**src/rtl/timer_counter.sv**
```systemverilog
// timer_counter: counting core of the 8-bit timer (prescaler, load, up/down counter).
// Optional one-shot mode is built only when TIMER_ONESHOT_EN is defined.
module timer_counter #(
    parameter int CNT_W = 8,
    parameter int DIV_W = 4
) (
    input  logic             pclk,
    input  logic             preset,
    input  logic             en,
    input  logic             up_dn,
    input  logic [1:0]       cks,
    input  logic             load,
    input  logic [CNT_W-1:0] tdr,
`ifdef TIMER_ONESHOT_EN
    input  logic             oneshot,
`endif
    output logic [CNT_W-1:0] cnt,
    output logic             ovf_pulse,
    output logic             udf_pulse
);

    logic [DIV_W-1:0] div_cnt;
    logic [DIV_W-1:0] mask;
    logic             tick;
    logic             done;
    logic             at_max;
    logic             at_min;
    logic             wrap;

    // cks selects divide-by 2/4/8/16; the mask keeps the low cks+1 bits
    assign mask   = DIV_W'((32'd2 << cks) - 32'd1);
    assign tick   = en & ~load & ~done & ((div_cnt & mask) == mask);
    assign at_max = (cnt == {CNT_W{1'b1}});
    assign at_min = (cnt == {CNT_W{1'b0}});
    assign wrap   = tick & (up_dn ? at_min : at_max);

    // Prescaler runs only while enabled and not loading; any stop restarts the period
    always_ff @(posedge pclk) begin
        if (preset) begin
            div_cnt <= '0;
        end else if (!en || load) begin
            div_cnt <= '0;
        end else begin
            div_cnt <= div_cnt + 1'b1;
        end
    end

    // Counter with load priority and single-cycle wrap pulses
    always_ff @(posedge pclk) begin
        if (preset) begin
            cnt       <= '0;
            ovf_pulse <= 1'b0;
            udf_pulse <= 1'b0;
        end else begin
            ovf_pulse <= 1'b0;
            udf_pulse <= 1'b0;
            if (load) begin
                cnt <= tdr;
            end else if (tick && !up_dn) begin
                cnt       <= cnt + 1'b1;
                ovf_pulse <= at_max;
            end else if (tick && up_dn) begin
                cnt       <= cnt - 1'b1;
                udf_pulse <= at_min;
            end
        end
    end

`ifdef TIMER_ONESHOT_EN
    // Done flag freezes the counter after the first wrap in one-shot mode
    always_ff @(posedge pclk) begin
        if (preset) begin
            done <= 1'b0;
        end else if (load || !en) begin
            done <= 1'b0;
        end else if (wrap && oneshot) begin
            done <= 1'b1;
        end
    end
`else
    assign done = 1'b0;
`endif

endmodule

```
**config.mk**
```make
export PLATFORM = sky130hd
export DESIGN_NAME = timer_counter
export DESIGN_NICKNAME = d
export VERILOG_FILES = /design/src/rtl/timer_counter.sv
export SDC_FILE = /design/constraint.sdc
export NUM_CORES = 1
export LEC_CHECK = 0
export CAP_MARGIN = 20
export CORE_AREA = 2 2 49 51
export CTS_BUF_LIST = sky130_fd_sc_hd__clkbuf_16
export DETAILED_ROUTE_END_ITERATION = 6
export DIE_AREA = 0 0 51 53
export PLACE_DENSITY = 0.73
export SLEW_MARGIN = 15
export SYNTH_ARGS = -nofsm -noshare
export SYNTH_HDL_FRONTEND = slang
export SYNTH_SLANG_ARGS = --single-unit
```
**constraint.sdc**
```tcl
create_clock -name pclk -period 2.4 [get_ports pclk]
set_clock_uncertainty 0.1 [all_clocks]
set_input_delay 0.24 -clock pclk [delete_from_list [all_inputs] [get_ports pclk]]
set_output_delay 0.24 -clock pclk [all_outputs]
set_load 0.02 [all_outputs]
```
**After elaboration in Yosys (flattened, before gate mapping)**

Cells that the tools add are included.

- Mux-type cells: 3
- Multipliers: 0
- $lt $le $gt $ge: 0
- Equal/unequal tests: 2
- Add/sub/neg operators: 4
- Bitwise logic cells: 6
- Reductions and logical operators: 10
- Shift-type cells: 1
- Divide/modulo/power cells: 0

Operator list:

| operator | number |
|---|---|
| 2-to-1 mux 8 bit | 3 |
| adder 8 x 1 -> 8 bit, second input constant | 1 |
| equality test 8 bit, second input constant | 1 |
| logical NOT 8 bit | 1 |
| subtractor 8 x 1 -> 8 bit, second input constant | 1 |
| adder 4 x 1 -> 4 bit, second input constant | 1 |
| AND 4 bit | 1 |
| equality test 4 bit | 1 |
| OR reduction 4 bit | 1 |
| left shift 2 x 2 -> 4 bit, first input constant | 1 |
| subtractor 4 x 1 -> 4 bit, second input constant | 1 |
| NOT 1 bit | 3 |
| nonzero test 3 bit | 1 |
| OR reduction 3 bit | 1 |
| AND 1 bit | 2 |
| logical AND 1 bit | 2 |
| logical NOT 1 bit | 2 |
| OR reduction 2 bit | 1 |
| logical OR 1 bit | 1 |

- Memories: 0
- Register bits after elaboration: 14
- RAM bits: 0
- Bits in latches: 0
- Logic and storage cells: 30
- Memory bits (read-only): 0
- Input port bits: 15
- Output and inout port bits: 10

**Depth between registers and ports, before layout**

- Depth in word-level cells: 9
- Depth in mapped cells: 11
- Mapped depth without buffers: 10

**Worst setup path before layout**

OpenSTA, ideal clock, no wires.

- Path type: input -> register
- Start point: in load
- End point: reg cnt[6]
- Stages on the path: 11
- Data arrival time: 2.118 ns
- Library setup time: 0.121 ns
- Setup slack: 0.062 ns
- Path buffers: 1
- Data required time: 2.179 ns
- Path through: buf_6 clkinv_2 o2111a_1 and2_4 nand2b_1 fa_1 a211oi_1 o21bai_1 a21oi_1 xor2_1 o21ai_1

- Word-level cells in the longest chain between the ends: 6
- Elaborated cells between the ends (all ways): 8
- Those cells by class: mux: 2; bitwise: 3; reduce/logical: 3

Ends and longest elaborated chain:

| element | line | text |
|---|---|---|
| start: declaration | 12 | `input logic load,` |
| NOT 1 bit | 32 | `assign tick = en & ~load & ~done & ((div_cnt & mask) == mask);` |
| AND 1 bit (2 in a row) | 32 |  |
| logical AND 1 bit | 59 | `end else if (tick && !up_dn) begin` |
| 2-to-1 mux 8 bit | 59 |  |
| 2-to-1 mux 8 bit | 57 | `if (load) begin` |
| end signal: assignment | 58 | `cnt <= tdr;` |
| end signal: assignment | 60 | `cnt <= cnt + 1'b1;` |
| end signal: assignment | 63 | `cnt <= cnt - 1'b1;` |
| end: declaration | 17 | `output logic [CNT_W-1:0] cnt,` |

Parallel ways exist; a longest one is shown, timed or not.
A chain may end at the register's enable or synchronous reset.

**Worst setup path in the final report**

- Start point: reg div_cnt[2]
- End point: reg cnt[4]

- Word-level cells in the longest chain between the ends: 6
- Elaborated cells between the ends (all ways): 8
- Those cells by class: eq/ne: 1; mux: 2; bitwise: 2; reduce/logical: 3

Ends and longest elaborated chain:

| element | line | text |
|---|---|---|
| start: declaration | 22 | `logic [DIV_W-1:0] div_cnt;` |
| start signal: assignment | 44 | `div_cnt <= div_cnt + 1'b1;` |
| AND 4 bit * | 32 |  |
| equality test 4 bit * | 32 |  |
| AND 1 bit * | 32 |  |
| logical AND 1 bit | 59 |  |
| 2-to-1 mux 8 bit | 59 |  |
| 2-to-1 mux 8 bit | 57 |  |

Mark *: on every way between the ends. The rest lies on a longest branch, timed or not.

==> flow_metrics.py <==
metrics = {
    "place": {
        "place_ws_ns": -0.346,
        "dp_cells": 167,
        "place_congestion": 0.882,
        "portBuffers": 24,
        "hpwl_um": 1690,
    },
    "power_and_ir_drop": {
        "comb_power_share": 0.242,
        "powerDensity_nw_per_um2": 526,
        "intPower_uw": 562,
        "p_leak_uw": 0.000581,
        "ir_drop_mv": 0.326,
        "power_uw": 749,
        "switchingPower_uw": 187,
        "p_sw_frac": 0.250,
        "pwr-share-seq": 0.347,
        "power_frac_clock": 0.411,
    },
    "layout": {
        "nFillCells": 175,
        "drive_above_1_share": 0.218,
        "finalNetCount": 168,
        "utilization": 0.663,
        "diodes": 0,
        "stdcell_count": 170,
        "area_growth_pct": 60.3,
    },
    "synthesis": {
        "ys_types": 34,
        "ys_ff_latch": 14,
        "synthMuxAreaShare": 0.0239,
        "synth_cells": 102,
        "synth_top_family_by_area": "compound AO/OA/AOI/OAI gates",
        "synth-async-reset-ratio": 0,
        "synthMostInstantiatedCell": "dfxtp_1",
        "synth.top_cell.area_share": 0.315,
        "synth-main-ff-cell": "dfxtp_1",
        "yosys_warnings": 0,
        "synth-xor-area-share": 0.0789,
        "syn_area_per_cell_um2": 8.71,
        "ys_seq_area_frac": 0.315,
        "syn_area_um2": 888,
        "synth-compound-area-share": 0.232,
        "synth_nets": 126,
        "synthAdderAreaFrac": 0.135,
        "synth-simple-area-share": 0.170,
        "synthTopCellsByArea": "dfxtp_1 (32%), ha_1 (11%), a21oi_1 (4.5%)",
        "yosysTopAreaCell": "dfxtp_1",
        "ys_top_cells_by_count": "dfxtp_1 (14), nand2_1 (9), a21oi_1 (8), ha_1 (8), nor2_1 (8)",
        "synth_edf_count": 0,
    },
    "sta": {
        "rsz0062_at_grt": "false",
        "hold_viol_final": 0,
        "slew_headroom": 0.656,
        "slew_viol_final": 0,
        "setup-violations-final": 0,
        "fin_crit_sh": 0.934,
        "period_needed_ns": 2.24,
        "worstMarginPinSlew_ns": 0.516,
        "fmax_mhz": 446,
        "postLayoutSetupSlackWorst_ns": 0.158,
    },
    "floorplan": {
        "initial_core_util": 0.414,
        "die_h_um": 53,
        "ios": 25,
        "coreArea_um2": 2150,
        "std_cell_rows": 17,
        "fp.dieW_um": 51,
        "die_area_um2": 2700,
    },
    "clock_tree": {
        "clock_latency_ns": 0.24,
        "clock_path_buffers": 2,
        "ctsHoldBuffers": 0,
        "clock-sinks": 14,
        "cts-root-buf": "clkbuf_16",
        "clkTransAtPathRegs_ns": 0.05,
        "cts_buffers": 3,
        "cts_tree": "done",
        "htree_levels": 1,
    },
    "setup_path": {
        "slowest_stage": "fa_2",
        "critPathLaunchType": "register",
        "crit_path_max_fanout": 4,
        "critical_path_class": "reg2reg",
        "worstPathArrival_ns": 2.25,
        "critical_path_depth": 10,
        "critPathBufInv": 2,
        "cp_cell_sequence": "inv_1 > o21ai_2 > and2_4 > nand2b_4 > fa_2 > buf_4 > a21o_1 > a211o_1 > o211ai_1 > a21oi_1",
        "reg2regPathDepth": 10,
        "setup.worst_path.end_class": "register",
        "critPathTopFamily": "compound AO/OA/AOI/OAI gates",
        "cp.required_ns": 2.41,
        "critPathMaxStageDelay_ns": 0.42,
    },
    "grt": {
        "antenna_found_initial": 0,
        "use_met3": 0.0226,
        "grt_pass1_wl_um": 4480,
        "overflow": 0,
        "grt_busiest_layer": "met2",
        "grt_pass1_vias": 1017,
        "grt_util_met1": 0.241,
        "grt_max_degree": 11,
        "met2_usage": 0.435,
        "grt_use_total": 0.223,
    },
    "routing": {
        "drc_errors": 0,
        "ant_nets": 0,
        "dr.pass1.iters": 4,
        "wl_per_cell_um": 16.1,
        "drtIter0Drc": 15,
        "routed_via_density": 5.70,
        "num_vias": 969,
        "wirelength_um": 2740,
    },
    "min_path": {
        "worstHoldPathType": "in2reg",
        "whs_path_depth": 3,
    },
    "job": {
        "max-cap-violations": 0,
    },
    "outcome": {
        "status": "finished, final reports clean",
    },
}
## flip-flops by register name, indices dropped and copies added (netlist names)
signal	count
udf_pulse	1
div_cnt	4
cnt	8
ovf_pulse	1
## cells by family (layout without fill, tap and decap cells)
kind of cell	count (synthesis)	count (layout)
mux	2	2
flops	14	14
fa+ha+maj	9	9
compound gates	32	32
buf+inv	6	46
xor+xnor	8	8
simple gates	31	31
## power groups by stage
stage,combinational (uW),sequential [uW],clock (uW)
after CTS,166,257,309
after floorplan,77.5,266,0
after global placement,157,260,0
after global routing,197,261,327
final,181,260,308
after detailed placement,158,261,0
## final timing paths
| check | slack, ns | end | startpoint |
|---|---|---|---|
| hold / removal | 0.28 | div_cnt[1]$_SDFF_PP0_ | en |
| setup reg to reg | 0.16 | cnt[4]$_SDFFE_PP0P_ | div_cnt[2]$_SDFF_PP0_ |
| setup / recovery | 0.16 | cnt[4]$_SDFFE_PP0P_ | div_cnt[2]$_SDFF_PP0_ |
| hold reg to reg | 0.39 | div_cnt[0]$_SDFF_PP0_ | div_cnt[0]$_SDFF_PP0_ |
## final cells by class
class                   count  area [um2]  area share
flip-flops and latches     14         280       0.197
inverters                   3        12.5     0.00879
well taps                  28        35.0      0.0246
repair buffers             40         370       0.260
multi-input cells          82         651       0.457
clock buffers               3        75.1      0.0527
## cell usage in the layout, fill, tap and decap left out, drive strengths merged, types with 3 or more instances in the layout
cell / netlist / routed
nand2: 9 / 9
nor2: 8 / 8
buf: 2 / 16
xor2: 4 / 4
dlymetal6s2s: 0 / 4
xnor2: 4 / 4
dfxtp: 14 / 14
ha: 8 / 8
a21oi: 8 / 8
a31oi: 3 / 3
o21ai: 6 / 6
clkbuf: 1 / 3
a22oi: 3 / 3
o211ai: 3 / 3
clkdlybuf4s50: 0 / 20
a211oi: 3 / 3
## metal layers
metal / up-vias / wire length, um
met2: 43 / 1420
met4: 0 / 73
met3: 9 / 154
li1: 456 / -
met1: 461 / 1090
met5: - / 0
## worst reg2reg max path: cells and delay by family (launching register included)
family / cells / cell delay, ns
compound gates: 5 / 0.76
fa+ha+maj: 1 / 0.42
buf+inv: 2 / 0.22
flops: 1 / 0.36
simple gates: 2 / 0.26
## repair_timing
action / 4_1_cts / 5_1_grt
buffers inserted: 0 / 0
pin swaps: 1 / 11
setup endpoints to repair: 4 / 5
resized for setup: 5 / 12
endpoints found under the hold margin: 0 / 0
## per-stage QoR
step	setup TNS, ns	instance area (um2)	hold slack (ns)
final	0	1420	0.277
after floorplan	0	888	0.268
after detailed placement	-1.38	1260	0.374
after CTS	0	1350	0.383
after global placement	-1.20	1260	0.350
after global routing	0	1420	0.296
No activity file was read; power rests on OpenSTA's default activity.
==> patch: new RTL, same flow settings <==
Register the output `ovf_pulse` once more; this adds one clock of latency there. The other outputs are not delayed to match.
--- a/src/rtl/timer_counter.sv
+++ b/src/rtl/timer_counter.sv
@@ -20,2 +20,4 @@
 );
+
+    logic ovf_pulse_s0;
 
@@ -51,6 +53,6 @@
             cnt       <= '0;
-            ovf_pulse <= 1'b0;
+            ovf_pulse_s0 <= 1'b0;
             udf_pulse <= 1'b0;
         end else begin
-            ovf_pulse <= 1'b0;
+            ovf_pulse_s0 <= 1'b0;
             udf_pulse <= 1'b0;
@@ -60,3 +62,3 @@
                 cnt       <= cnt + 1'b1;
-                ovf_pulse <= at_max;
+                ovf_pulse_s0 <= at_max;
             end else if (tick && up_dn) begin
@@ -83,2 +85,6 @@
 
+    always_ff @(posedge pclk) begin
+        ovf_pulse <= ovf_pulse_s0;
+    end
+
 endmodule
Check against the original RTL: not equivalent (a bounded check fails within 4 cycles, from zero or initial values and one cycle with preset high).
==> patch against the original RTL <==
- design area up 2.0%
- wire length down 6.7%
- worst setup slack worse by 0.12 ns
- total power up 4.0%
- cell count up 2.9%
- non-clock buffer count up 3
- area after synthesis up 2.3%
- first-iteration DRC count up 120%
- synthesized cell count up 0.98%
- sequential cell count up 1
- sequential power up 6%
- critical path type is now in -> reg
- critical endpoint unchanged
- largest cell class unchanged
==> patch: results (changes against the original RTL) <==
Cells and area
  – FILL cells: 174 (-0.57%)
  – Antenna diode count: 0 (unchanged)
  – Nets: 172 (+2.4%)
  – Layout cells sized above 1: 23.8% (+2.0 points)
  – Regs by FF count: cnt: 8 flops, div_cnt: 4 flops

Routing
  – Vias per inst: 5.55 (-2.7%)
  – DR WL/cell: 14.6 um (-9.3%)
  – Starting DRT DRC Count: 33 (+18)
  – DRT Pass-1 Iters: 4 (unchanged)

Setup path
  – R2R cell count: 9 (-1)
  – CP max FO: 5 (+1)
  – Critical path arrival: 2.39 ns (+0.14 ns)

Clock tree
  – Clock-pin slew on the worst setup and hold paths: 0.05 ns (about the same)
  – H-tree depth: 1 (unchanged)
  – Clk buf depth: 2 (unchanged)
  – Total CTS buffers: 3 (unchanged)
  – Worst skew pair latency: 0.25 ns
  – CTS root buf: clkbuf_16

Synthesis
  – Largest cells by area after synthesis: dfxtp_1 (33%), ha_1 (11%), a21oi_1 (4.4%)
  – Top cells by count, synth: dfxtp_1 (15), nand2_1 (9), a21oi_1 (8), ha_1 (8), nor2_1 (8)
  – Ys flop type: dfxtp_1
  – Post-Syn Nets: 127 (+0.79%)
  – Post-synthesis mux area share: 2.34% (-0.053 points)
  – Post-synthesis compound-gate area fraction: 22.7% (-0.51 points)
  – Post-synth cell types: 34 (unchanged)
  – Asr flop ratio synth: 0% (unchanged)
  – Synth Area in XOR/XNOR: 7.71% (-0.17 points)
  – Synthesis Warnings: 0 (unchanged)
  – Synth Area in Adders: 13.2% (-0.30 points)
  – Seq/Total Area, Yosys: 33.1% (+1.5 points)

GRT
  – First-pass GRT wire length: 3840 um (-14%)
  – Largest net degree at the start of global routing: 11 (unchanged)
  – Vias in the first global route: 904 (-11%)
  – Initial antenna violation count: 0 (unchanged)
  – GR Util All Layers: 19.4% (-2.9 points)

Place
  – Port Buffers: 24 (unchanged)
  – DP Wirelength: 1670 um (-1.4%)
  – Setup WS pre-CTS: -0.323 ns (+0.0235 ns)
  – Global placement routability congestion: 0.971 (+10%)

Pwr
  – Cell leakage power: 0.591 nW (+1.8%)
  – VDD IR-drop max: 0.505 mV (+55%)

Run status
  – Outcome: finished clean

STA
  – Max-slew headroom: 65.0% (-0.60 points)

Hold path
  – Worst hold path depth: 0 (-3)
  – Worst min path class: reg -> reg
## patch: cell types whose count changed after synthesis
| cell | before | now |
|---|---|---|
| dfxtp_1 | 14 | 15 |
## patch: worst max-delay path, cell delays in order
cell             delay (ns)
clkdlybuf4s50_1        0.50
o2111a_1               0.24
and2_4                 0.17
nand2b_4               0.08
fa_2                   0.40
buf_4                  0.16
a21o_1                 0.15
a211o_1                0.28
o211ai_1               0.09
a21oi_1                0.08
## patch: power breakdown
part	switching [W]	internal, W	leakage, nW
logic	0.0000775	0.000101	0.427
clock network	0.000105	0.000221	0.0423
registers	0.0000161	0.000259	0.123
total	0.000199	0.000580	0.591
## patch: layout make-up
cell class / instances / share of cell area, %
inverters: 3 / 0.861
repair buffers: 43 / 26.7
well taps: 28 / 2.41
flip-flops and latches: 15 / 20.7
clock inverters: 1 / 0.258
clock buffers: 3 / 5.17
multi-input cells: 82 / 43.9
## patch: cell families (layout without fill, tap and decap cells)
| group | Yosys count | count (layout) |
|---|---|---|
| AOI/OAI and AO/OA | 32 | 32 |
| and+or+nand+nor | 31 | 31 |
| DFF | 15 | 15 |
| adders and majority gates | 9 | 9 |
| xor gates and xnor gates | 8 | 8 |
| buffers and inverters | 6 | 50 |
| muxes | 2 | 2 |
## patch: per-layer routing
| layer | up-vias | GRT usage (%) | share of wire, % |
|---|---|---|---|
| met1 | 460 | 23.2 | 40 |
| met4 | 0 | 12.6 | 1.4 |
| met5 | - | 0 | 0 |
| met2 | 40 | 32.0 | 52 |
| met3 | 3 | 3.39 | 6.3 |
| li1 | 468 | - | - |
## patch: final timing paths
path	startpoint	endpoint	slack, ns
max	en	cnt[4]$_SDFFE_PP0P_	0.04
min	ovf_pulse_s0$_SDFF_PP0_	ovf_pulse$_DFF_P_	0.22
min reg2reg	ovf_pulse_s0$_SDFF_PP0_	ovf_pulse$_DFF_P_	0.22
max reg2reg	div_cnt[0]$_SDFF_PP0_	cnt[4]$_SDFFE_PP0P_	0.16
## patch: what timing repair did
item / in CTS / in global routing
setup endpoints to repair: 4 / 4
resized for setup: 6 / 10
pin swaps: 0 / 10
buffers inserted: 0 / 2
## patch: metrics by stage
step	cell area [um2]	utilization [%]	hold slack (ns)	cells
after floorplan	908	-	0.210	103
after global placement	1280	59.8	0.211	169
after detailed placement	1280	59.8	0.218	169
after CTS	1370	63.9	0.229	173
after global routing	1450	67.6	0.243	175
final	1450	67.6	0.225	175
